<file path="src/rtl/fetch_ram_wr_ctrl.sv">
// Write-side controller for the fetch buffer RAM: turns 4-pixel beats into half-word writes,
// lower half first, and pulses done_o once all 2*N beats of a load have been written.
module fetch_ram_wr_ctrl #(
  parameter int unsigned ADDR_W      = 8,
  parameter int unsigned CNT_W       = 9,
  parameter int unsigned PIXEL_WIDTH = 8
) (
  input  logic                     clk,
  input  logic                     rst,
  input  logic                     start_i,
  input  logic [ADDR_W-1:0]        base_addr_i,
  input  logic [7:0]               word_num_i,
  input  logic                     abort_i,
  input  logic                     in_valid_i,
  input  logic [PIXEL_WIDTH*4-1:0] in_data_i,
  output logic                     in_ready_o,
  output logic [1:0]               wr_we_o,
  output logic [ADDR_W-1:0]        wr_addr_o,
  output logic [PIXEL_WIDTH*8-1:0] wr_data_o,
  output logic                     busy_o,
  output logic                     done_o
);

  typedef enum logic [1:0] {StIdle, StLoad, StDone} state_e;

  state_e                   state_q, state_d;
  logic [CNT_W-1:0]         cnt_q, cnt_d;
  logic [CNT_W-1:0]         last_idx;
  logic [ADDR_W-1:0]        base_q, base_d;
  logic [7:0]               num_q, num_d;
  logic [1:0]               we_q, we_d;
  logic [ADDR_W-1:0]        addr_q, addr_d;
  logic [PIXEL_WIDTH*8-1:0] data_q, data_d;
  logic                     accept;

  assign in_ready_o = (state_q == StLoad) && !abort_i;
  assign accept     = in_valid_i && in_ready_o;
  // Index of the final beat, 2*N-1; only meaningful while in StLoad where N != 0.
  assign last_idx   = CNT_W'({num_q, 1'b0}) - CNT_W'(1);

  always_comb begin
    state_d = state_q;
    cnt_d   = cnt_q;
    base_d  = base_q;
    num_d   = num_q;
    we_d    = 2'b00;
    addr_d  = addr_q;
    data_d  = data_q;
    unique case (state_q)
      StIdle: begin
        if (start_i) begin
          base_d  = base_addr_i;
          num_d   = word_num_i;
          cnt_d   = '0;
          state_d = (word_num_i == 8'd0) ? StDone : StLoad;
        end
      end
      StLoad: begin
        if (abort_i) begin
          state_d = StIdle;
        end else if (accept) begin
          // Even beats fill the lower half, odd beats the upper half of the same word.
          we_d   = cnt_q[0] ? 2'b10 : 2'b01;
          addr_d = base_q + ADDR_W'(cnt_q >> 1);
          data_d = {2{in_data_i}};
          cnt_d  = cnt_q + CNT_W'(1);
          if (cnt_q == last_idx) begin
            state_d = StDone;
          end
        end
      end
      StDone: begin
        state_d = StIdle;
      end
      default: begin
        state_d = StIdle;
      end
    endcase
  end

  always_ff @(posedge clk or posedge rst) begin
    if (rst) begin
      state_q <= StIdle;
      cnt_q   <= '0;
      base_q  <= '0;
      num_q   <= '0;
      we_q    <= 2'b00;
      addr_q  <= '0;
      data_q  <= '0;
    end else begin
      state_q <= state_d;
      cnt_q   <= cnt_d;
      base_q  <= base_d;
      num_q   <= num_d;
      we_q    <= we_d;
      addr_q  <= addr_d;
      data_q  <= data_d;
    end
  end

  assign busy_o    = (state_q != StIdle);
  assign done_o    = (state_q == StDone);
  assign wr_we_o   = we_q;
  assign wr_addr_o = addr_q;
  assign wr_data_o = data_q;

endmodule

</file>
<file path="config.mk">
export PLATFORM = sky130hd
export DESIGN_NAME = fetch_ram_wr_ctrl
export DESIGN_NICKNAME = d
export VERILOG_FILES = /design/src/rtl/fetch_ram_wr_ctrl.sv
export SDC_FILE = /design/constraint.sdc
export NUM_CORES = 1
export LEC_CHECK = 0
export ABC_AREA = 0
export BUFFER_PORTS_ARGS = -buffer_cell sky130_fd_sc_hd__buf_4
export CORE_UTILIZATION = 53
export CTS_CLUSTER_DIAMETER = 30
export DETAILED_ROUTE_END_ITERATION = 12
export PLACE_DENSITY_LB_ADDON = 0.12
export RECOVER_POWER = 25
export SLEW_MARGIN = 20
export SYNTH_ARGS = -nofsm -noshare
export SYNTH_HDL_FRONTEND = slang
export SYNTH_SLANG_ARGS = --single-unit
export TNS_END_PERCENT = 10
</file>
<file path="constraint.sdc">
create_clock -name clk -period 4.3 [get_ports clk]
set_clock_uncertainty 0.05 [all_clocks]
set_input_delay 0.645 -clock clk [delete_from_list [all_inputs] [get_ports clk]]
set_output_delay 0.645 -clock clk [all_outputs]
set_load 0.005 [all_outputs]
</file>
==> PnR_summary.wiki <==
{| class="wikitable"
! Metric !! Value
|-
| Outcome || finished, violations left
|-
| Violated checks || capacitance limit, slew limit
|-
| Placer congestion estimate || 0.8136
|-
| # IOs || 130
|-
| Fraction of the yosys area taken by sequential cells || 49.50%
|-
| Endpoint type of the worst setup path || flop
|-
| Worst-case setup slack after placement || 1.888 ns
|-
| Synth-to-layout area growth || 29.77%
|-
| Max cap viols || 1
|-
| Post-layout min period || 2.212 ns
|-
| Source of the critical timing path || state_q[0]
|-
| Tightest slew margin relative to the limit || -7.792%
|-
| Deepest clock path buffer count || 2
|-
| Port Buffers || 129
|-
| Buf+Inv Stages, Crit Path || 0
|-
| Starting DRT DRC Count || 114
|-
| Critical path arrival || 2.41 ns
|-
| Endpoint of the lowest-slack register-to-register path || cnt_q[5]
|-
| CP top delay family || simple AND/OR/NAND/NOR gates
|-
| Detail Placement HPWL || 5.429 mm
|-
| Measured slew at the worst slew-check pin || 1.615 ns
|-
| Static power due to leakage || 2.263 nW
|-
| Internal power of the cells || 0.001618 W
|-
| Hold Crit Endpoint || base_q[2]
|-
| Number of flops mapped to enable cells by yosys || 0
|-
| Final critical-path share of the clock period || 51.43%
|-
| Main flop type after synthesis || sky130_fd_sc_hd__dfrtp_1
|-
| Switching part of the total || 28.18%
|-
| Total number of nets in the final design || 490
|-
| Clock net sink count || 69
|-
| # hold bufs at CTS || 0
|-
| Overall die height || 83.13 um
|-
| Non-Filler Instances || 509
|-
| Wire length reported by the detailed router || 7.555 mm
|-
| Clock edge transition at the registers on the reported setup and hold paths || 0.08 ns
|-
| Power Density || 497.7 nW/um^2
|-
| Area fraction in compound gates after synthesis || 6.528%
|-
| Area share of fa/ha/maj cells after synthesis || 3.802%
|-
| Placed insts || 493
|-
| Number of gates resized after CTS || 0
|-
| HP Start || base_q[2]
|-
| Sequential power share || 41.3%
|-
| Cell depth of the worst setup path || 5
|-
| Share of power burned in combinational logic || 30.6%
|-
| Starting Density || 54.94%
|-
| Crit path kind || flop to flop
|-
| Net switching power of the design || 0.0006350 W
|-
| Latest clock arrival within the worst-skew pair || 0.34 ns
|-
| Post-route DRC || 0
|-
| Largest net degree at the start of global routing || 55
|-
| Diode insertion count for antenna repair || 0
|-
| Part of the total power dissipated in the clock network || 28.1%
|-
| Hold Path Cell Cnt || 2
|-
| Register bit total from synthesis || 69
|-
| Simple-Gate Fraction of Synth Area || 15.17%
|-
| Share of post-route cells with drive strength above 1 || 43.98%
|-
| RSZ-0062 raised after global routing || no
|-
| Number of iterations in the first detailed-routing pass || 4
|-
| Aggregate global routing overflow || 0
|-
| Total power || 0.002253 W
|-
| Worst voltage drop across the vdd grid || 0.2734 mV
|-
| Mean area per synthesized cell || 10.67 um^2
|-
| List of cells traversed by the critical path || or3b_1 > nand2_4 > nand4_4 > or3_1 > a21oi_1
|-
| Type of origin of the critical path || flop
|-
| Final sum of negative setup slack || 0 ns
|-
| Number of endpoints with negative hold slack in the final report || 0
|-
| Post-CTS setup-driven buffer insertion count || 0
|-
| Number of global-route vias before repair || 2598
|-
| Level count of the clock H-tree || 3
|-
| Routed wirelength normalized by instance count || 14.84 um
|-
| Worst Reg-to-Reg Cells || 5
|-
| Classification of the worst-slack hold path || flop to flop
|-
| Post-synth top area cell || sky130_fd_sc_hd__dfrtp_1
|-
| Wire length of the first global-routing pass || 12.65 mm
|-
| R2r setup slk || 2.09 ns
|-
| CTS root buf || sky130_fd_sc_hd__clkbuf_8
|-
| Xor/xnor share of the synthesized area || 4.268%
|-
| Net Count, Synth || 390
|-
| Cell types occupying the most area after synthesis || sky130_fd_sc_hd__dfrtp_1 (49%), sky130_fd_sc_hd__mux2_2 (11%), sky130_fd_sc_hd__buf_4 (6.9%)
|-
| Number of routed nets with antenna violations || 0
|-
| Setup-failing EPs final || 0
|-
| Initial antenna violation count || 0
|-
| Fmax achieved || 452.1 MHz
|-
| R2R Path Start || state_q[0]
|-
| Hold Slack || 0.4364 ns
|-
| Required time of the critical path || 4.49 ns
|-
| Max Fanout on Critical Path || 16
|-
| Final slew viol count || 44
|-
| Number of buffers added by the clock tree synthesis step || 9
|-
| Area enclosed by the die boundary || 6911 um^2
|-
| Max incr delay on CP || 0.71 ns
|-
| Distinct cells, synth || 48
|-
| Setup slack after layout || 2.088 ns
|-
| Clock tree from TritonCTS || built
|-
| Main combinational cell family by area after synthesis || simple AND/OR/NAND/NOR gates
|-
| Core outline area || 6350 um^2
|-
| Via count || 2634
|-
| Post-Syn Instances || 327
|-
| Drt via density || 5.175
|-
| Horizontal die dimension || 83.13 um
|-
| Mapped cell area || 3488 um^2
|-
| Placement row count || 29
|-
| Fraction of synthesized area in multiplexers || 10.94%
|-
| All-Layer GR Usage || 23.18%
|-
| Slowest cell on the critical path || sky130_fd_sc_hd__or3b_1
|-
| Synth Warn # || 0
|-
| Area share of the largest cell type after synthesis || 49.50%
|-
| Share of synthesized registers carrying an async set or reset || 100.0%
|}
## per-layer routing
metal	share of wire [%]	track usage (%)	vias up
li1	-	-	1269
met1	43	30.35	1259
met2	50	38.23	96
met3	4.8	5.467	10
met4	1.3	7.367	0
met5	0	0	-
## logic make-up after synthesis
logic type,Yosys count
DFF,69
buffers and inverters,56
and+or+nand+nor,105
muxes,34
adders and majority gates,10
xor gates and xnor gates,17
AOI/OAI and AO/OA,36
## Yosys cell counts, types with 2 or more instances
cell,instances
sky130_fd_sc_hd__buf_4,32
sky130_fd_sc_hd__a21oi_1,8
sky130_fd_sc_hd__nor4_1,2
sky130_fd_sc_hd__clkbuf_1,7
sky130_fd_sc_hd__inv_1,13
sky130_fd_sc_hd__dfrtp_1,69
sky130_fd_sc_hd__a211oi_2,2
sky130_fd_sc_hd__mux2_2,33
sky130_fd_sc_hd__nand4_1,3
sky130_fd_sc_hd__xnor2_1,8
sky130_fd_sc_hd__nor2b_1,2
sky130_fd_sc_hd__and3_1,2
sky130_fd_sc_hd__buf_2,3
sky130_fd_sc_hd__nor2_1,14
sky130_fd_sc_hd__or3_1,2
sky130_fd_sc_hd__nor3_1,2
sky130_fd_sc_hd__nand3_1,4
sky130_fd_sc_hd__o21ai_0,16
sky130_fd_sc_hd__ha_1,9
sky130_fd_sc_hd__nor3b_1,3
sky130_fd_sc_hd__nand2_1,56
sky130_fd_sc_hd__nand2b_1,3
sky130_fd_sc_hd__xor2_1,9
## metrics by stage
step | area (um^2) | utilization [%]
floorplan | 3488 | -
detailed placement | 4299 | 67.70
finish | 4527 | 71.29
global route | 4527 | 71.29
CTS | 4538 | 71.47
global placement | 4299 | 67.70
## cells in the final DEF (no fill, tap or decap), drive strengths merged, types with 2 or more instances in the layout
master	n
a211oi	2
a21oi	8
and3	3
buf	122
bufinv	3
clkbuf	20
clkinv	2
dfrtp	69
ha	9
inv	13
mux2	33
nand2	57
nand2b	3
nand3	4
nand4	4
nor2	14
nor2b	2
nor3	2
nor3b	3
nor4	3
o21ai	18
or3	2
or3b	2
xnor2	8
xor2	9
## power by group through the flow
stage / Sequential [W] / Clock (W) / Combinational (W)
5_1_grt: 0.000953 / 0.000671 / 0.000754
3_5_place_dp: 0.000944 / 0 / 0.000704
4_1_cts: 0.000932 / 0.000644 / 0.000706
2_1_floorplan: 0.000931 / 0 / 0.000400
3_3_place_gp: 0.000932 / 0 / 0.000683
6_report: 0.000931 / 0.000633 / 0.000689
## layout make-up
cell class | count | area (um^2)
multi-input cells | 202 | 1436
fillers | 468 | 1823
inverters | 13 | 48.80
flip-flops and latches | 69 | 1727
repair buffers | 132 | 979.7
well taps | 77 | 96.34
clock buffers | 10 | 127.6
clock inverters | 6 | 111.4
## worst min-delay path, delay by kind of cell, from the launching register on
family	cells	cell delay [ns]
flops	1	0.35
simple gates	2	0.11
## registers in the layout, indices dropped and copies added (netlist names)
name	count
wr_data_o	32
cnt_q	9
base_q	8
num_q	8
wr_addr_o	8
state_q	2
wr_we_o	2
## how the worst max path moves through the flow
stage,end,slack (ns)
4_1_cts,cnt_q[5],2.10
3_5_place_dp,cnt_q[5],1.89
6_report,cnt_q[5],2.09
3_3_place_gp,cnt_q[5],1.99
2_1_floorplan,base_q[0],1.87
5_1_grt,wr_we_o[0],1.89
Power figures use the tool's default switching activity.
